`src/rtl/issue_queue_pkg.sv`:
```
// Shared widths, renamed-op field positions and entry layout for the issue queue.
// Every other issue_queue file imports this package.
package issue_queue_pkg;

  localparam int RENAMED_OP_SZ = 52;
  localparam int PR_ADDR_W     = 5;
  localparam int OP_SRC_LSB    = 13;
  localparam int OP_NUM_SRC    = 4;
  localparam int OP_ROB_LSB    = 38;
  localparam int OP_OPCODE_LSB = 44;
  localparam int SRCS_W        = OP_NUM_SRC * PR_ADDR_W;

  localparam logic [PR_ADDR_W-1:0] PR_NULL = '0;

  typedef struct packed {
    logic [RENAMED_OP_SZ-1:0] instr;
    logic [7:0]               arch_dest;
  } iq_entry_t;

  // All four physical source fields, source k at bits [k*PR_ADDR_W +: PR_ADDR_W].
  function automatic logic [SRCS_W-1:0] op_srcs(input logic [RENAMED_OP_SZ-1:0] op);
    return op[OP_SRC_LSB +: SRCS_W];
  endfunction

endpackage

```
`src/rtl/iq_wakeup.sv`:
```
// Source-ready tracking for one queue entry: selects which op the slot will hold
// next edge (own, shifted-in neighbour, or new insert) and ORs in matching writebacks.
module iq_wakeup
  import issue_queue_pkg::*;
#(
  parameter int NUM_WB = 6
) (
  input  logic                        clk,
  input  logic                        rst,
  input  logic                        i_flush,
  input  logic                        i_load,
  input  logic                        i_shift,
  input  logic [SRCS_W-1:0]           i_cur_srcs,
  input  logic [SRCS_W-1:0]           i_up_srcs,
  input  logic [OP_NUM_SRC-1:0]       i_up_rdy,
  input  logic [SRCS_W-1:0]           i_new_srcs,
  input  logic [OP_NUM_SRC-1:0]       i_new_rdy,
  input  logic [PR_ADDR_W*NUM_WB-1:0] i_wb_addrs,
  input  logic [NUM_WB-1:0]           i_wb_valid,
  output logic [OP_NUM_SRC-1:0]       o_rdy
);

  logic [OP_NUM_SRC-1:0] r_rdy;
  logic [SRCS_W-1:0]     w_base_srcs;
  logic [OP_NUM_SRC-1:0] w_base_rdy;
  logic [OP_NUM_SRC-1:0] w_match;
  logic [OP_NUM_SRC-1:0] w_nxt_rdy;

  // Compare against the op that will occupy this slot after the edge, so a
  // wakeup coinciding with a shift or insert lands on the right entry.
  always_comb begin
    w_base_srcs = i_cur_srcs;
    w_base_rdy  = r_rdy;
    if (i_load) begin
      w_base_srcs = i_new_srcs;
      w_base_rdy  = i_new_rdy;
    end else if (i_shift) begin
      w_base_srcs = i_up_srcs;
      w_base_rdy  = i_up_rdy;
    end
  end

  always_comb begin
    w_match = '0;
    for (int k = 0; k < OP_NUM_SRC; k++) begin
      if (w_base_srcs[k*PR_ADDR_W +: PR_ADDR_W] == PR_NULL) w_match[k] = 1'b1;
      for (int j = 0; j < NUM_WB; j++) begin
        if (i_wb_valid[j] &&
            (i_wb_addrs[j*PR_ADDR_W +: PR_ADDR_W] == w_base_srcs[k*PR_ADDR_W +: PR_ADDR_W]))
          w_match[k] = 1'b1;
      end
    end
    w_nxt_rdy = w_base_rdy | w_match;
  end

  always_ff @(posedge clk) begin
    if (rst || i_flush) r_rdy <= '0;
    else                r_rdy <= w_nxt_rdy;
  end

  assign o_rdy = r_rdy;

endmodule

```
`src/rtl/issue_queue.sv`:
```
// Compacting age-ordered issue queue: entry 0 is oldest, valid entries are contiguous.
// Handshakes: a transfer happens on a clock edge where both valid and ready are high.
module issue_queue
  import issue_queue_pkg::*;
#(
  parameter int DEPTH    = 8,
  parameter int NUM_WB   = 6,
  parameter int IN_ORDER = 0
) (
  input  logic                         clk,
  input  logic                         rst,
  input  logic                         flush,
  input  logic [RENAMED_OP_SZ-1:0]     in_instr,
  input  logic [7:0]                   in_arch_dest,
  input  logic [OP_NUM_SRC-1:0]        in_src_ready,
  input  logic                         in_valid,
  output logic                         in_ready,
  input  logic [PR_ADDR_W*NUM_WB-1:0]  wb_addrs,
  input  logic [NUM_WB-1:0]            wb_valid,
  output logic [RENAMED_OP_SZ-1:0]     out_instr,
  output logic [7:0]                   out_arch_dest,
  output logic                         out_valid,
  input  logic                         out_ready,
  output logic [$clog2(DEPTH+1)-1:0]   occupancy
);

  localparam int CW = $clog2(DEPTH + 1);
  localparam int IW = $clog2(DEPTH);

  iq_entry_t             r_ent   [DEPTH];
  logic [DEPTH-1:0]      r_valid;
  logic [CW-1:0]         r_count;

  iq_entry_t             w_up_ent    [DEPTH];
  logic [DEPTH-1:0]      w_up_valid;
  logic [OP_NUM_SRC-1:0] w_rdy       [DEPTH];
  logic [OP_NUM_SRC-1:0] w_up_rdy    [DEPTH];
  logic [SRCS_W-1:0]     w_cur_srcs  [DEPTH];
  logic [SRCS_W-1:0]     w_up_srcs   [DEPTH];
  logic [DEPTH-1:0]      w_shift;
  logic [DEPTH-1:0]      w_load;
  logic [DEPTH-1:0]      w_entry_rdy;
  logic [IW-1:0]         w_sel_idx;
  logic                  w_sel_vld;
  logic                  w_fire;
  logic                  w_accept;
  logic [CW-1:0]         w_ins_idx;

  for (genvar g = 0; g < DEPTH; g++) begin : g_ent
    assign w_cur_srcs[g] = op_srcs(r_ent[g].instr);

    if (g < DEPTH - 1) begin : g_up
      assign w_up_ent[g]   = r_ent[g+1];
      assign w_up_valid[g] = r_valid[g+1];
      assign w_up_rdy[g]   = w_rdy[g+1];
      assign w_up_srcs[g]  = w_cur_srcs[g+1];
    end else begin : g_top
      assign w_up_ent[g]   = '0;
      assign w_up_valid[g] = 1'b0;
      assign w_up_rdy[g]   = '0;
      assign w_up_srcs[g]  = '0;
    end

    iq_wakeup #(.NUM_WB(NUM_WB)) u_wakeup (
      .clk        (clk),
      .rst        (rst),
      .i_flush    (flush),
      .i_load     (w_load[g]),
      .i_shift    (w_shift[g]),
      .i_cur_srcs (w_cur_srcs[g]),
      .i_up_srcs  (w_up_srcs[g]),
      .i_up_rdy   (w_up_rdy[g]),
      .i_new_srcs (op_srcs(in_instr)),
      .i_new_rdy  (in_src_ready),
      .i_wb_addrs (wb_addrs),
      .i_wb_valid (wb_valid),
      .o_rdy      (w_rdy[g])
    );

    assign w_entry_rdy[g] = r_valid[g] & (&w_rdy[g]);
  end

  // Oldest ready entry wins; the in-order variant only ever looks at the head.
  always_comb begin
    w_sel_vld = 1'b0;
    w_sel_idx = '0;
    if (IN_ORDER != 0) begin
      w_sel_vld = w_entry_rdy[0];
    end else begin
      for (int i = DEPTH - 1; i >= 0; i--) begin
        if (w_entry_rdy[i]) begin
          w_sel_vld = 1'b1;
          w_sel_idx = IW'(i);
        end
      end
    end
  end

  always_comb begin
    w_fire    = w_sel_vld & out_ready;
    in_ready  = (r_count < CW'(DEPTH)) & ~rst;
    w_accept  = in_valid & in_ready & ~flush;
    w_ins_idx = w_fire ? (r_count - CW'(1)) : r_count;
    for (int i = 0; i < DEPTH; i++) begin
      w_shift[i] = w_fire && (IW'(i) >= w_sel_idx);
      w_load[i]  = w_accept && (w_ins_idx == CW'(i));
    end
  end

  always_ff @(posedge clk) begin
    if (rst || flush) begin
      r_valid <= '0;
      r_count <= '0;
    end else begin
      r_count <= r_count + CW'(w_accept) - CW'(w_fire);
      for (int i = 0; i < DEPTH; i++) begin
        if (w_load[i])       r_valid[i] <= 1'b1;
        else if (w_shift[i]) r_valid[i] <= w_up_valid[i];
      end
    end
  end

  // Payload needs no reset; validity is tracked separately.
  always_ff @(posedge clk) begin
    for (int i = 0; i < DEPTH; i++) begin
      if (w_load[i])       r_ent[i] <= '{instr: in_instr, arch_dest: in_arch_dest};
      else if (w_shift[i]) r_ent[i] <= w_up_ent[i];
    end
  end

  assign out_valid     = w_sel_vld;
  assign out_instr     = r_ent[w_sel_idx].instr;
  assign out_arch_dest = r_ent[w_sel_idx].arch_dest;
  assign occupancy     = r_count;

endmodule
```
`config.mk`:
```
export PLATFORM = sky130hd
export DESIGN_NAME = issue_queue
export DESIGN_NICKNAME = d
export VERILOG_FILES = /design/src/rtl/issue_queue_pkg.sv /design/src/rtl/iq_wakeup.sv /design/src/rtl/issue_queue.sv
export SDC_FILE = /design/constraint.sdc
export NUM_CORES = 2
export LEC_CHECK = 0
export ABC_AREA = 1
export BUFFER_PORTS_ARGS = -buffer_cell sky130_fd_sc_hd__buf_2
export CAP_MARGIN = 0
export CORE_AREA = 4 4 429 431
export DETAILED_ROUTE_END_ITERATION = 10
export DIE_AREA = 0 0 433 435
export SETUP_SLACK_MARGIN = 0.15
export SLEW_MARGIN = 20
export SYNTH_ARGS = -nofsm -noshare
export SYNTH_HDL_FRONTEND = slang
export SYNTH_HIERARCHICAL = 1
export SYNTH_SLANG_ARGS = --single-unit
```
`constraint.sdc`:
```
create_clock -name clk -period 7.37 [get_ports clk]
set_input_delay 1.1055 -clock clk [delete_from_list [all_inputs] [get_ports clk]]
set_output_delay 1.1055 -clock clk [all_outputs]
set_load 0.02 [all_outputs]
```
Word level (Yosys, flattened, before mapping). Memories as Yosys holds them, arrays and structs flattened. Index checks and enable logic that the tools add are counted.

Output and inout bits: 66. Word-level logic and storage cells: 854. Memories: 1. RAM bits: 480. Input bits: 105. Register bits: 44.

Reductions and logical operators: 258. Muxes and demuxes: 337. Bitwise gates (word level): 30. Equality and inequality tests: 199. Add/subtract/negate cells: 3. Magnitude comparators: 9.

Memory list: r_ent (words 8, bits a word 60, rd ports 9, clocked after memory_dff 0, wr ports 8, RTL line issue_queue.sv:30) `iq_entry_t r_ent [DEPTH];`.

Operator list (number): == test 5 bit (192); 2-to-1 mux 60 bit (8); 2-to-1 mux 20 bit (16); 2-to-1 mux 1 bit (288); logical AND 1 bit (208); zero test 5 bit (32); 2-to-1 mux 4 bit (17); bitwise OR 4 bit (8); AND reduction 4 bit (8); 2-to-1 mux 3 bit (8); == test 4 x 3 -> 1 bit, second input constant (4); nonzero test 2 bit (8); AND 1 bit (12); greater-or-equal comparator 3 bit, first input constant (4); == test 4 x 2 -> 1 bit, second input constant (2); bitwise OR 1 bit (8); greater-or-equal comparator 1 x 3 -> 1 bit, first input constant (2); greater-or-equal comparator 2 x 3 -> 1 bit, first input constant (2); adder 4 x 1 -> 4 bit (1); == test 4 x 1 -> 1 bit, second input constant (1); zero test 4 bit (1); less-than comparator 4 bit, second input constant (1); subtractor 4 x 1 -> 4 bit (1); subtractor 4 x 1 -> 4 bit, second input constant (1); other kinds (2) (3).

Longest topological paths before layout.
Depth after elaboration: 24. Depth in mapped cells: 26. Gate-level depth less buffers: 23.

Modules after synthesis. The synthesis kept the hierarchy.

By module, submodules not included: issue_queue (cells each 3409, area each 27639.0 sq um, sequential area each 14654.1 sq um, times used 1); iq_wakeup (cells each 737, area each 3285.7 sq um, sequential area each 80.1 sq um, times used 8).

Least setup slack after synthesis. No wires, ideal clock.

Path type: in2reg. From: input rst. To: memory r_ent[3][0] in the netlist's numbering, enable pin. Data arrival time: 3.114 ns. Setup time: 0.419 ns. Buffers on the path: 0. Cell stages on the path: 7. Slack: 3.837 ns. Required time: 6.951 ns. Path through: nor2_1 nand3_1 inv_1 nand3_1 nor2_1 nand2_1 nand2_1.

RTL lines: start: declaration (RTL line issue_queue.sv:11) `input logic rst,`; end: declaration (RTL line issue_queue.sv:30).

Worst setup path after layout.
From: register g_ent[2].u_wakeup.r_rdy[3]. To: output out_instr[0].

Cells in the longest elaborated chain, start to end: 6.

RTL lines: start: declaration (RTL line iq_wakeup.sv:23) `logic [OP_NUM_SRC-1:0] r_rdy;`; start signal: assignment (RTL line iq_wakeup.sv:58) `else r_rdy <= w_nxt_rdy;`; AND reduction 4 bit (RTL line issue_queue.sv:80) `assign w_entry_rdy[g] = r_valid[g] & (&w_rdy[g]);`; AND 1 bit (RTL line issue_queue.sv:80); 2-to-1 mux 3 bit (3 in a row) (RTL line issue_queue.sv:91) `if (w_entry_rdy[i]) begin`; memory read (8 x 60 bit); end: declaration (RTL line issue_queue.sv:20) `output logic [RENAMED_OP_SZ-1:0] out_instr,`.

Every way passes these cells.

==> qor.yml <==
status: "finished, final reports clean"
grt.total_usage_pct: 29.3
antenna_found_initial: 26
synth.avg_cell_area_sq_um: 5.80
placed_cell_area_sq_um: 55500
worstPathMaxFanout: 76
clkTransAtPathRegs_ns: 0.08
arrival_ns: 4.76
crit_buf_inv: 3
dp.cells: 11400
power.share.sequential_pct: 40.9
stdcell_count: 11600
via_count: 64100
port_buffers: 170
min_path_type: "flip-flop to flip-flop"
cp_cell_sequence: "nand2_1 > nor2_1 > nand2_2 > nand3_1 > nand2_8 > inv_4 > buf_4 > nand3_1 > nand2_1 > nand2_1 > nand2_1 > buf_2"
cpLargestDelayFamily: "simple AND/OR/NAND/NOR gates"
first_iter_violations: 9879
required_ns: 6.26
clockRootBuffer: "clkbuf_16"
drive_gt1_share_pct: 7.23
wirelength_mm: 289
p_per_area_nw_per_um2: 139
cts_resized: 0
dr.pass1.iters: 7
cts_max_level: 3
worstMarginPinSlew_ns: 1.23
drc_errors: 0
fp.dieArea_sq_um: 188000
clock_sinks: 524
cts_buffers: 66
p_leak_nw: 30.3
grt_pass1_vias: 56600
rsz0062_at_grt: "no"
post-route-period-util_pct: 79.6
start_util_pct: 29.9
grt_pass1_wl_mm: 407
finalWeightedCongestion: 1.04
intPower_w: 0.00550
ir_drop_uv: 174
slew_violations: 0
ys_types: 39
finalSetupTns_ns: 0
clockBufferDepth: 3
fmax_mhz: 171
slew_headroom_pct: 17.9
post_cts.repair.setup_buffers: 0
yosysSeqAreaShare_pct: 28.4
fp-row-count: 156
slowest_delay_ns: 0.98
clk_latency_ns: 0.69
cp-start-kind: "flip-flop"
dp_hpwl_mm: 194
post_drt_via_cell_ratio: 5.55
ant_nets: 0
die_x_um: 433
hold_viol_final: 0
setup_viol: 0
synthTopCellsByArea: "edfxtp_1 (27%), nand2_1 (26%), nand3_1 (16%)"
wl_per_cell_um: 25.0
layout.nets: 9236
grt_max_degree: 135
synth_seq_cells: 524
num_io_pins: 171
grt_overflow: 0
yosys_warnings: 6
cts.hold.buffers_added: 0
crit_slowest_cell: "inv_4"
pwr-share-comb_pct: 16.8
synth_top_area_share_pct: 26.7
period_needed_ns: 5.86
final_util_pct: 32.0
die_h_um: 435
syn_area_sq_um: 53900
area_delta_synth_final_pct: 6.96
synth_cells: 9305
sw_frac_of_total_pct: 31.4
core_sq_um: 180000
synth_top_cell_by_area: "edfxtp_1"
path_class: "flip-flop to primary output"
skew_ns: 0.0318
total_power_w: 0.00801
final_common_cell: "nand2_1"
final_cell_mix: "nand2_1 (3681), nand3_1 (1699), inv_1 (952)"
end_kind: "primary output"
cts_tree: "done"
p_sw_w: 0.00251
p_clk_share_pct: 42.3
crit_path_frequent_cell: "nand2_1"
final_area_sq_um: 57700
drv_cap: 0
==> worst reg2reg max path, cell delays in order, from the launching register on <==
cell and delay (ns):
dfxtp_1 0.48, nand2_1 0.09, nor2_1 0.40, nand2_1 0.20, nand2_2 0.17, nor2_4 0.06, nand2_8 0.14, nand2_8 0.15
nor2_8 0.55, nand2_2 0.26, nand2_2 0.65, inv_2 0.51, nand2_1 0.22, nand3_1 0.47, nand3_1 0.23, nand2_1 0.10
nor2_1 0.12, nand3_1 0.09, nand2_1 0.06, nor2_1 0.04, a21oi_1 0.30
==> final timing paths <==
| path | from | depth (start not counted) | end | slack, ns |
|---|---|---|---|---|
| max | g_ent[2].u_wakeup/o_rdy[3]$_SDFF_PP0_ | 12 | out_instr[0] | 1.51 |
| min | r_valid[4]$_SDFFE_PP0P_ | 2 | r_valid[3]$_SDFFE_PP0P_ | 0.52 |
| max reg2reg | g_ent[5].u_wakeup/o_rdy[2]$_SDFF_PP0_ | 20 | g_ent[2].u_wakeup/o_rdy[1]$_SDFF_PP0_ | 1.99 |
| min reg2reg | r_valid[4]$_SDFFE_PP0P_ | 2 | r_valid[3]$_SDFFE_PP0P_ | 0.52 |
==> layout make-up <==
cell class | count | area, sq um
diodes | 17 | 42.5
fillers | 20200 | 122000
clock inverters | 34 | 392
well taps | 2370 | 2970
inverters | 980 | 3710
repair buffers | 263 | 1660
multi-input cells | 7288 | 31800
clock buffers | 85 | 1780
flip-flops and latches | 524 | 15300
==> kinds of logic after synthesis <==
logic type	count (synthesis)	share of synthesized area, %
compound gates	676	6.52
xor+xnor	3	0.0487
fa+ha+maj	8	0.200
buf+inv	1525	13.1
flops	524	28.4
other cells	1	0.00695
simple gates	6568	51.8
==> Yosys cell counts (all sizes together) <==
cell type  number
clkbuf        183
conb            1
clkinv          1
buf           362
a31oi          32
nand2        3841
nor2          835
nand3        1724
inv           979
fa              1
ha              7
xor2            3
edfxtp        480
dfxtp          44
a21oi         196
or2           168
o21ai         448
==> through the flow <==
step	setup slack [ns]	hold slack, ns
after floorplan	3.84	0.471
after global placement	2.19	0.492
after detailed placement	2.29	0.505
after CTS	1.60	0.509
after global routing	1.50	0.543
final	1.51	0.517
==> metal layers <==
| layer | up-vias | routed length [um] | GRT usage [%] |
|---|---|---|---|
| li1 | 29200 | - | - |
| met1 | 29400 | 111000 | 38.3 |
| met2 | 4569 | 122000 | 43.7 |
| met3 | 1003 | 35000 | 6.43 |
| met4 | 14 | 21900 | 18.0 |
| met5 | - | 89 | 0 |
==> power by group through the flow <==
stage,registers (W),clock network (W),logic (W)
floorplan,0.00333,0,0.000651
finish,0.00328,0.00339,0.00135
CTS,0.00328,0.00342,0.00128
global placement,0.00334,0,0.00128
detailed placement,0.00334,0,0.00128
global route,0.00328,0.00354,0.00141
==> registers in the layout, summed over array words and instances, names as in the netlist <==
register              flops
g_ent.u_wakeup/o_rdy     32
occupancy                 4
r_ent                   480
r_valid                   8
Note: power is estimated with default switching activity, not from simulation.
